<file path="config.mk">
export PLATFORM = sky130hd
export DESIGN_NAME = dbus_interconnect_flat
export DESIGN_NICKNAME = d
export VERILOG_FILES = /design/src/rtl/dbus_interconnect_if.sv /design/src/rtl/dbus_interconnect.sv /design/src/flat_wrapper.sv
export SDC_FILE = /design/constraint.sdc
export NUM_CORES = 1
export LEC_CHECK = 0
export ABC_CLOCK_PERIOD_IN_PS = 2950
export CORE_AREA = 2 2 133 135
export CTS_BUF_LIST = sky130_fd_sc_hd__clkbuf_4
export DETAILED_ROUTE_END_ITERATION = 8
export DIE_AREA = 0 0 135 137
export DONT_BUFFER_PORTS = 1
export GPL_TIMING_DRIVEN = 0
export PLACE_DENSITY = 0.59
export RECOVER_POWER = 100
export SLEW_MARGIN = 25
export SYNTH_ARGS = -nofsm -noshare
export SYNTH_HDL_FRONTEND = slang
export SYNTH_SLANG_ARGS = --single-unit
</file>
<file path="constraint.sdc">
create_clock -name i_clk -period 2.95 [get_ports i_clk]
set_input_delay 0.295 -clock i_clk [delete_from_list [all_inputs] [get_ports i_clk]]
set_output_delay 0.295 -clock i_clk [all_outputs]
set_load 0.02 [all_outputs]
</file>
<file path="src/rtl/dbus_interconnect_if.sv">
// CPU data-port and slave-side bus bundle for the data-bus interconnect.
// Pure wiring, no latency of its own.
// Backpressure comes from the slave ready lines and is reflected to the CPU as busy.
interface dbus_interconnect_if #(
  parameter int N_SLV = 4
);

  // CPU request side
  logic [31:0]         i_addr;
  logic [31:0]         i_wdata;
  logic [3:0]          i_wr;
  logic                i_rd;

  // CPU response side
  logic [31:0]         o_rdata;
  logic                o_ack;
  logic                o_err;
  logic                o_busy;

  // Shared slave request bus; each slave sees its own chip select
  logic [N_SLV-1:0]    o_s_cs;
  logic [31:0]         o_s_addr;
  logic [31:0]         o_s_wdata;
  logic [3:0]          o_s_wr;
  logic                o_s_rd;

  // Per-slave response lanes, concatenated with slave 0 in the low bits
  logic [32*N_SLV-1:0] i_s_rdata;
  logic [N_SLV-1:0]    i_s_ready;

  // Sticky fault capture
  logic                i_fault_clr;
  logic                o_fault_valid;
  logic [31:0]         o_fault_addr;
  logic                o_fault_type;

  // Interconnect view
  modport slave (
    input  i_addr, i_wdata, i_wr, i_rd,
    output o_rdata, o_ack, o_err, o_busy,
    output o_s_cs, o_s_addr, o_s_wdata, o_s_wr, o_s_rd,
    input  i_s_rdata, i_s_ready,
    input  i_fault_clr,
    output o_fault_valid, o_fault_addr, o_fault_type
  );

  // CPU plus slave-model view
  modport master (
    output i_addr, i_wdata, i_wr, i_rd,
    input  o_rdata, o_ack, o_err, o_busy,
    input  o_s_cs, o_s_addr, o_s_wdata, o_s_wr, o_s_rd,
    output i_s_rdata, i_s_ready,
    output i_fault_clr,
    input  o_fault_valid, o_fault_addr, o_fault_type
  );

endinterface

</file>
<file path="src/rtl/dbus_interconnect.sv">
// Data-bus interconnect: mask/base decode of the CPU data port onto N_SLV slaves, with watchdog and fault capture.
// Latency: request -> cs 1 cycle, ack 2 cycles plus slave wait cycles; decode error 2 cycles; timeout TIMEOUT+1 cycles.
// Backpressure: slaves insert wait states by holding ready low; CPU stalls on o_busy and inputs are ignored while busy.
module dbus_interconnect #(
  parameter int                  N_SLV    = 4,
  parameter logic [32*N_SLV-1:0] SLV_BASE = {32'h00010000, 32'h00008010, 32'h00008000, 32'h00000000},
  parameter logic [32*N_SLV-1:0] SLV_MASK = {32'hFFFFF800, 32'hFFFFFFFC, 32'hFFFFFFF0, 32'hFFFF8000},
  parameter int                  TIMEOUT  = 16,
  parameter logic [31:0]         ERR_DATA = 32'hDEADBEEF
) (
  input  logic                i_clk,
  input  logic                i_rst_n,
  dbus_interconnect_if.slave  bus
);

  // Counter holds up to TIMEOUT so the increment on the abort cycle cannot wrap
  localparam int             CW       = $clog2(TIMEOUT) + 1;
  localparam logic [CW-1:0]  CNT_LAST = CW'(TIMEOUT - 1);

  typedef enum logic [1:0] {
    ST_IDLE   = 2'd0,
    ST_ACCESS = 2'd1,
    ST_ERROR  = 2'd2
  } state_t;

  state_t            state_q, state_d;
  logic [CW-1:0]     cnt_q, cnt_d;
  logic [31:0]       rdata_q, rdata_d;
  logic              ack_q, ack_d;
  logic              err_q, err_d;
  logic              busy_q, busy_d;
  logic [N_SLV-1:0]  cs_q, cs_d;
  logic [31:0]       addr_q, addr_d;
  logic [31:0]       wdata_q, wdata_d;
  logic [3:0]        wr_q, wr_d;
  logic              rd_q, rd_d;
  logic              fvld_q, fvld_d;
  logic [31:0]       faddr_q, faddr_d;
  logic              ftype_q, ftype_d;

  logic [N_SLV-1:0]  hit_vec;
  logic [N_SLV-1:0]  dec_onehot;
  logic              req;
  logic [31:0]       sel_rdata;
  logic              sel_ready;

  // Compare the live CPU address against every slave window
  always_comb begin
    hit_vec = '0;
    for (int k = 0; k < N_SLV; k++) begin
      hit_vec[k] = (bus.i_addr & SLV_MASK[32*k +: 32]) == SLV_BASE[32*k +: 32];
    end
  end

  // Isolating the lowest set bit gives lowest-index priority on overlapping windows
  assign dec_onehot = hit_vec & (~hit_vec + N_SLV'(1));
  assign req        = bus.i_rd | (|bus.i_wr);

  // Only the selected slave's lane reaches the response path; others are masked by cs
  always_comb begin
    sel_rdata = '0;
    for (int k = 0; k < N_SLV; k++) begin
      if (cs_q[k]) begin
        sel_rdata = sel_rdata | bus.i_s_rdata[32*k +: 32];
      end
    end
  end

  assign sel_ready = |(bus.i_s_ready & cs_q);

  // Next-state and next-output logic; everything holds unless a state acts on it
  always_comb begin
    state_d = state_q;
    cnt_d   = cnt_q;
    rdata_d = rdata_q;
    ack_d   = 1'b0;
    err_d   = 1'b0;
    busy_d  = busy_q;
    cs_d    = cs_q;
    addr_d  = addr_q;
    wdata_d = wdata_q;
    wr_d    = wr_q;
    rd_d    = rd_q;
    fvld_d  = bus.i_fault_clr ? 1'b0 : fvld_q;
    faddr_d = faddr_q;
    ftype_d = ftype_q;

    case (state_q)
      ST_IDLE: begin
        if (req) begin
          addr_d  = bus.i_addr;
          wdata_d = bus.i_wdata;
          wr_d    = bus.i_wr;
          rd_d    = bus.i_rd;
          busy_d  = 1'b1;
          cnt_d   = '0;
          if (|dec_onehot) begin
            cs_d    = dec_onehot;
            state_d = ST_ACCESS;
          end else begin
            state_d = ST_ERROR;
          end
        end
      end

      ST_ACCESS: begin
        cnt_d = cnt_q + CW'(1);
        // A ready on the last counted cycle still completes normally
        if (sel_ready) begin
          rdata_d = sel_rdata;
          ack_d   = 1'b1;
          cs_d    = '0;
          busy_d  = 1'b0;
          state_d = ST_IDLE;
        end else if (cnt_q == CNT_LAST) begin
          rdata_d = ERR_DATA;
          ack_d   = 1'b1;
          err_d   = 1'b1;
          cs_d    = '0;
          busy_d  = 1'b0;
          fvld_d  = 1'b1;
          faddr_d = addr_q;
          ftype_d = 1'b1;
          state_d = ST_IDLE;
        end
      end

      ST_ERROR: begin
        rdata_d = ERR_DATA;
        ack_d   = 1'b1;
        err_d   = 1'b1;
        busy_d  = 1'b0;
        fvld_d  = 1'b1;
        faddr_d = addr_q;
        ftype_d = 1'b0;
        state_d = ST_IDLE;
      end

      default: begin
        cs_d    = '0;
        busy_d  = 1'b0;
        state_d = ST_IDLE;
      end
    endcase
  end

  // State and output registers; reset clears cs and busy at once, killing any transfer in flight
  always_ff @(posedge i_clk or negedge i_rst_n) begin
    if (!i_rst_n) begin
      state_q <= ST_IDLE;
      cnt_q   <= '0;
      rdata_q <= '0;
      ack_q   <= 1'b0;
      err_q   <= 1'b0;
      busy_q  <= 1'b0;
      cs_q    <= '0;
      addr_q  <= '0;
      wdata_q <= '0;
      wr_q    <= '0;
      rd_q    <= 1'b0;
      fvld_q  <= 1'b0;
      faddr_q <= '0;
      ftype_q <= 1'b0;
    end else begin
      state_q <= state_d;
      cnt_q   <= cnt_d;
      rdata_q <= rdata_d;
      ack_q   <= ack_d;
      err_q   <= err_d;
      busy_q  <= busy_d;
      cs_q    <= cs_d;
      addr_q  <= addr_d;
      wdata_q <= wdata_d;
      wr_q    <= wr_d;
      rd_q    <= rd_d;
      fvld_q  <= fvld_d;
      faddr_q <= faddr_d;
      ftype_q <= ftype_d;
    end
  end

  assign bus.o_rdata       = rdata_q;
  assign bus.o_ack         = ack_q;
  assign bus.o_err         = err_q;
  assign bus.o_busy        = busy_q;
  assign bus.o_s_cs        = cs_q;
  assign bus.o_s_addr      = addr_q;
  assign bus.o_s_wdata     = wdata_q;
  // Strobes stay latched but are only visible to slaves while a chip select is active
  assign bus.o_s_wr        = (|cs_q) ? wr_q : 4'b0000;
  assign bus.o_s_rd        = (|cs_q) ? rd_q : 1'b0;
  assign bus.o_fault_valid = fvld_q;
  assign bus.o_fault_addr  = faddr_q;
  assign bus.o_fault_type  = ftype_q;

endmodule

</file>
<file path="src/flat_wrapper.sv">
// flat-port wrapper written by rule: the top's interface ports become plain ports
module dbus_interconnect_flat 
#(
  parameter int                  N_SLV    = 4,
  parameter logic [32*N_SLV-1:0] SLV_BASE = {32'h00010000, 32'h00008010, 32'h00008000, 32'h00000000},
  parameter logic [32*N_SLV-1:0] SLV_MASK = {32'hFFFFF800, 32'hFFFFFFFC, 32'hFFFFFFF0, 32'hFFFF8000},
  parameter int                  TIMEOUT  = 16,
  parameter logic [31:0]         ERR_DATA = 32'hDEADBEEF
)
  (i_clk, i_rst_n, bus_i_addr, bus_i_wdata, bus_i_wr, bus_i_rd, bus_o_rdata, bus_o_ack, bus_o_err, bus_o_busy, bus_o_s_cs, bus_o_s_addr, bus_o_s_wdata, bus_o_s_wr, bus_o_s_rd, bus_i_s_rdata, bus_i_s_ready, bus_i_fault_clr, bus_o_fault_valid, bus_o_fault_addr, bus_o_fault_type);
  dbus_interconnect_if #(.N_SLV(N_SLV)) bus_i ();
  input  logic i_clk;
  input  logic i_rst_n;
  input wire logic [$bits(bus_i.i_addr)-1:0] bus_i_addr;
  input wire logic [$bits(bus_i.i_wdata)-1:0] bus_i_wdata;
  input wire logic [$bits(bus_i.i_wr)-1:0] bus_i_wr;
  input wire logic [$bits(bus_i.i_rd)-1:0] bus_i_rd;
  output wire logic [$bits(bus_i.o_rdata)-1:0] bus_o_rdata;
  output wire logic [$bits(bus_i.o_ack)-1:0] bus_o_ack;
  output wire logic [$bits(bus_i.o_err)-1:0] bus_o_err;
  output wire logic [$bits(bus_i.o_busy)-1:0] bus_o_busy;
  output wire logic [$bits(bus_i.o_s_cs)-1:0] bus_o_s_cs;
  output wire logic [$bits(bus_i.o_s_addr)-1:0] bus_o_s_addr;
  output wire logic [$bits(bus_i.o_s_wdata)-1:0] bus_o_s_wdata;
  output wire logic [$bits(bus_i.o_s_wr)-1:0] bus_o_s_wr;
  output wire logic [$bits(bus_i.o_s_rd)-1:0] bus_o_s_rd;
  input wire logic [$bits(bus_i.i_s_rdata)-1:0] bus_i_s_rdata;
  input wire logic [$bits(bus_i.i_s_ready)-1:0] bus_i_s_ready;
  input wire logic [$bits(bus_i.i_fault_clr)-1:0] bus_i_fault_clr;
  output wire logic [$bits(bus_i.o_fault_valid)-1:0] bus_o_fault_valid;
  output wire logic [$bits(bus_i.o_fault_addr)-1:0] bus_o_fault_addr;
  output wire logic [$bits(bus_i.o_fault_type)-1:0] bus_o_fault_type;
  assign bus_i.i_addr = bus_i_addr;
  assign bus_i.i_wdata = bus_i_wdata;
  assign bus_i.i_wr = bus_i_wr;
  assign bus_i.i_rd = bus_i_rd;
  assign bus_o_rdata = bus_i.o_rdata;
  assign bus_o_ack = bus_i.o_ack;
  assign bus_o_err = bus_i.o_err;
  assign bus_o_busy = bus_i.o_busy;
  assign bus_o_s_cs = bus_i.o_s_cs;
  assign bus_o_s_addr = bus_i.o_s_addr;
  assign bus_o_s_wdata = bus_i.o_s_wdata;
  assign bus_o_s_wr = bus_i.o_s_wr;
  assign bus_o_s_rd = bus_i.o_s_rd;
  assign bus_i.i_s_rdata = bus_i_s_rdata;
  assign bus_i.i_s_ready = bus_i_s_ready;
  assign bus_i.i_fault_clr = bus_i_fault_clr;
  assign bus_o_fault_valid = bus_i.o_fault_valid;
  assign bus_o_fault_addr = bus_i.o_fault_addr;
  assign bus_o_fault_type = bus_i.o_fault_type;
  dbus_interconnect #(.N_SLV(N_SLV), .SLV_BASE(SLV_BASE), .SLV_MASK(SLV_MASK), .TIMEOUT(TIMEOUT), .ERR_DATA(ERR_DATA)) u_core (.i_clk(i_clk), .i_rst_n(i_rst_n), .bus(bus_i));
endmodule
</file>
==> impl_metrics.json <==
{
  "drive_above_1_share_pct": 21.5,
  "final_area_um2": 8480,
  "setup_viol": 0,
  "start_util_pct": 39.0,
  "hpwl_um": 15700,
  "die_w_um": 135,
  "r2r-end": "u_core.bus.o_fault_addr[1]$_DFFE_PN0P_",
  "drt_iter0_drc": 246,
  "synth_seq_cells": 149,
  "rows": 48,
  "drc": 0,
  "skew_ps": 20.5,
  "synthCells": 524,
  "power_density_nw_per_um2": 745,
  "hold_buffers": 129,
  "avgSynthCellArea_um2": 12.7,
  "maxSlewHeadroom_pct": 6.07,
  "rsz0062_at_grt": "no",
  "clock-sinks": 149,
  "ant_nets": 0,
  "grt_start_max_net_pins": 150,
  "r2r_cells": 7,
  "crit_path_end_kind": "flip-flop",
  "ys.flop_type": "dfrtp_1",
  "failed_checks": "hold timing",
  "cts_buffer_depth": 2,
  "post_cts_buffers": 0,
  "hold_class": "in2async",
  "grt_pass1_vias": 5879,
  "dpl_cell_area_um2": 6940,
  "finalWirelength_um": 22600,
  "use_met2_pct": 42.4,
  "fillers": 1518,
  "max-vdd-ir-drop_v": 0.000518,
  "synth_edf_count": 0,
  "die_h_um": 137,
  "via_per_inst": 5.78,
  "slew_violations": 0,
  "gr-total-overflow": 0,
  "drt_first_pass_iters": 5,
  "clkSlewWorstSetupHoldPaths_ps": 150,
  "busiest_layer": "met2",
  "area_growth_pct": 27.4,
  "grt_pass1_wl_um": 33500,
  "pin_count": 346,
  "outcome": "finished with violations",
  "gp_congestion": 0.807,
  "portBuffers": 0,
  "yosysSeqAreaShare_pct": 56.0,
  "synthArstFlopShare_pct": 100,
  "maxCapViolCount": 0,
  "hold_violations": 149,
  "fin_crit_ps": 2710,
  "cts_buffers": 17,
  "netlist_area_um2": 6660,
  "cp_max_fo": 17,
  "seqCellArea_um2": 3730,
  "cts_root_buf": "clkbuf_4",
  "timing.rr.start": "u_core.bus.o_s_cs[1]$_DFFE_PN0P_",
  "routed-via-count": 5269,
  "synth.distinct_cells": 52,
  "leakage_nw": 3.29,
  "worstPathRequired_ps": 3390,
  "fin_crit_sh_pct": 91.9,
  "path_class": "reg2reg",
  "core_area_um2": 17100,
  "antenna_found_initial": 2,
  "reg2reg_slack_ps": 240,
  "arrival_ps": 3150,
  "cts_max_level": 4,
  "syn_nets": 733,
  "layout.nets": 880,
  "multi_input_area_um2": 2650,
  "setup-tns-final_ps": 0,
  "cts_tree": "yes",
  "whs_ps": -573,
  "ys_warn_count": 0,
  "use_met3_pct": 10.6,
  "routedWlPerCell_um": 24.8,
  "critPathLaunchType": "flip-flop",
  "worstMarginPinSlew_ps": 1390,
  "dieArea_um2": 18500,
  "grt_use_met1_pct": 24.9,
  "clkLatencyLatePin_ps": 550,
  "max_freq_mhz": 369,
  "grt_usage_pct": 24.4
}
==> through the flow <==
step,total power [mW],instances,util (%),hold WS (ps),setup slack [ps]
2_1_floorplan,4.54,524,-,-0.591,1010
3_3_place_gp,4.86,749,40.7,3.31,500
3_5_place_dp,4.93,749,40.7,2.78,523
4_1_cts,6.40,909,50.0,-653,379
5_1_grt,6.65,911,49.7,-652,136
6_report,6.31,911,49.7,-573,240
==> worst max-delay path by stage <==
stage               cells past startpoint                             start                                     end  slack [ps]
finish                                  7  u_core.bus.o_s_cs[1]$_DFFE_PN0P_  u_core.bus.o_fault_addr[1]$_DFFE_PN0P_         240
global placement                        5                    bus_i_addr[27]        u_core.bus.o_s_cs[1]$_DFFE_PN0P_         500
detailed placement                      5                    bus_i_addr[27]        u_core.bus.o_s_cs[1]$_DFFE_PN0P_         520
floorplan                               7  u_core.bus.o_s_cs[2]$_DFFE_PN0P_  u_core.bus.o_fault_addr[0]$_DFFE_PN0P_        1010
global route                            7  u_core.bus.o_s_cs[1]$_DFFE_PN0P_  u_core.bus.o_fault_addr[1]$_DFFE_PN0P_         140
CTS                                     6  u_core.bus.o_s_cs[1]$_DFFE_PN0P_      u_core.bus.o_rdata[29]$_DFFE_PN0P_         380
==> state kept, by name, summed over array words and instances, names as in the netlist <==
| name | cells |
|---|---|
| u_core.bus.o_ack | 1 |
| u_core.bus.o_busy | 1 |
| u_core.bus.o_err | 1 |
| u_core.bus.o_fault_addr | 32 |
| u_core.bus.o_fault_type | 1 |
| u_core.bus.o_fault_valid | 1 |
| u_core.bus.o_rdata | 32 |
| u_core.bus.o_s_addr | 32 |
| u_core.bus.o_s_cs | 4 |
| u_core.bus.o_s_wdata | 32 |
| u_core.cnt_q | 5 |
| u_core.rd_q | 1 |
| u_core.state_q | 2 |
| u_core.wr_q | 4 |
==> cells by family after synthesis <==
family	Yosys count	synth area share (%)
AO/OA/AOI/OAI	125	15.1
XOR/XNOR	1	0.132
adder cells (fa/ha/maj)	5	0.940
buffers and inverters	49	3.85
flip-flops	149	56.0
multiplexers	98	16.6
AND/OR/NAND/NOR	97	7.44
==> synthesized netlist by cell type (2+ instances only) <==
library cell,count,area (µm²)
a21oi_1,2,10.0
a221oi_1,32,280
a22o_1,33,289
a31oi_1,25,156
a32o_1,3,30.0
and2_2,2,15.0
buf_2,13,65.1
buf_4,3,22.5
buf_6,2,22.5
clkbuf_1,17,63.8
clkbuf_8,3,41.3
dfrtp_1,149,3730
ha_1,5,62.6
inv_1,11,41.3
mux2_1,4,45.0
mux2_2,93,1050
nand2_1,29,109
nand2b_1,3,18.8
nand4_1,4,25.0
nor2_1,31,116
nor2b_1,5,31.3
nor3_1,2,10.0
nor4_1,6,37.5
o21ai_0,9,45.0
o22ai_1,2,12.5
o31ai_1,8,60.1
or2_2,2,12.5
or3_4,2,22.5
==> cells in the final DEF, fill, tap and decap left out, drive strengths merged, types with 3 or more instances in the layout <==
master	instances
mux2	97
a21oi	3
nand2b	3
dfrtp	149
ha	5
a31oi	25
dlygate4sd3	129
clkbuf	48
nor2	31
a22o	33
o31ai	8
nand4	5
clkinv	6
or3	3
inv	16
nand2	29
nor4	6
a22oi	3
nor2b	5
a32o	3
o21ai	10
a221oi	32
buf	6
and2	3
==> per-layer routing <==
layer	share of wire [%]	routed length [µm]	vias up
met1	34	7620	2603
met2	51	11500	322
met3	10	2300	74
li1	-	-	2270
met4	4.9	1110	0
met5	0	0	-
==> repair_timing <==
action	4_1_cts	5_1_grt
setup endpoints to repair	5	0
hold endpoints to repair	251	149
resized for setup	1	0
==> power by group <==
part           internal (mW)  switching (mW)
logic                  0.704           0.533
registers               2.60            1.15
clock network          0.526           0.809
total                   3.83            2.49
==> area by class of cell <==
| type | count | share of cell area (%) |
|---|---|---|
| buffer | 37 | 2.14 |
| tap | 225 | 3.32 |
| clock inverter | 15 | 2.04 |
| multi-input combinational | 326 | 31.2 |
| sequential | 149 | 44.0 |
| timing repair buffer | 129 | 15.2 |
| antenna | 2 | 0.0590 |
| inverter | 11 | 0.487 |
| clock buffer | 17 | 1.51 |
==> worst max-delay path: stages, from the launching register on <==
cell,delay [ps]
dfrtp_1,510
buf_2,320
a22oi_1,240
and2_0,300
nand2_1,170
a21oi_4,320
clkbuf_2,360
mux2_2,370
Power figures use the tool's default switching activity.
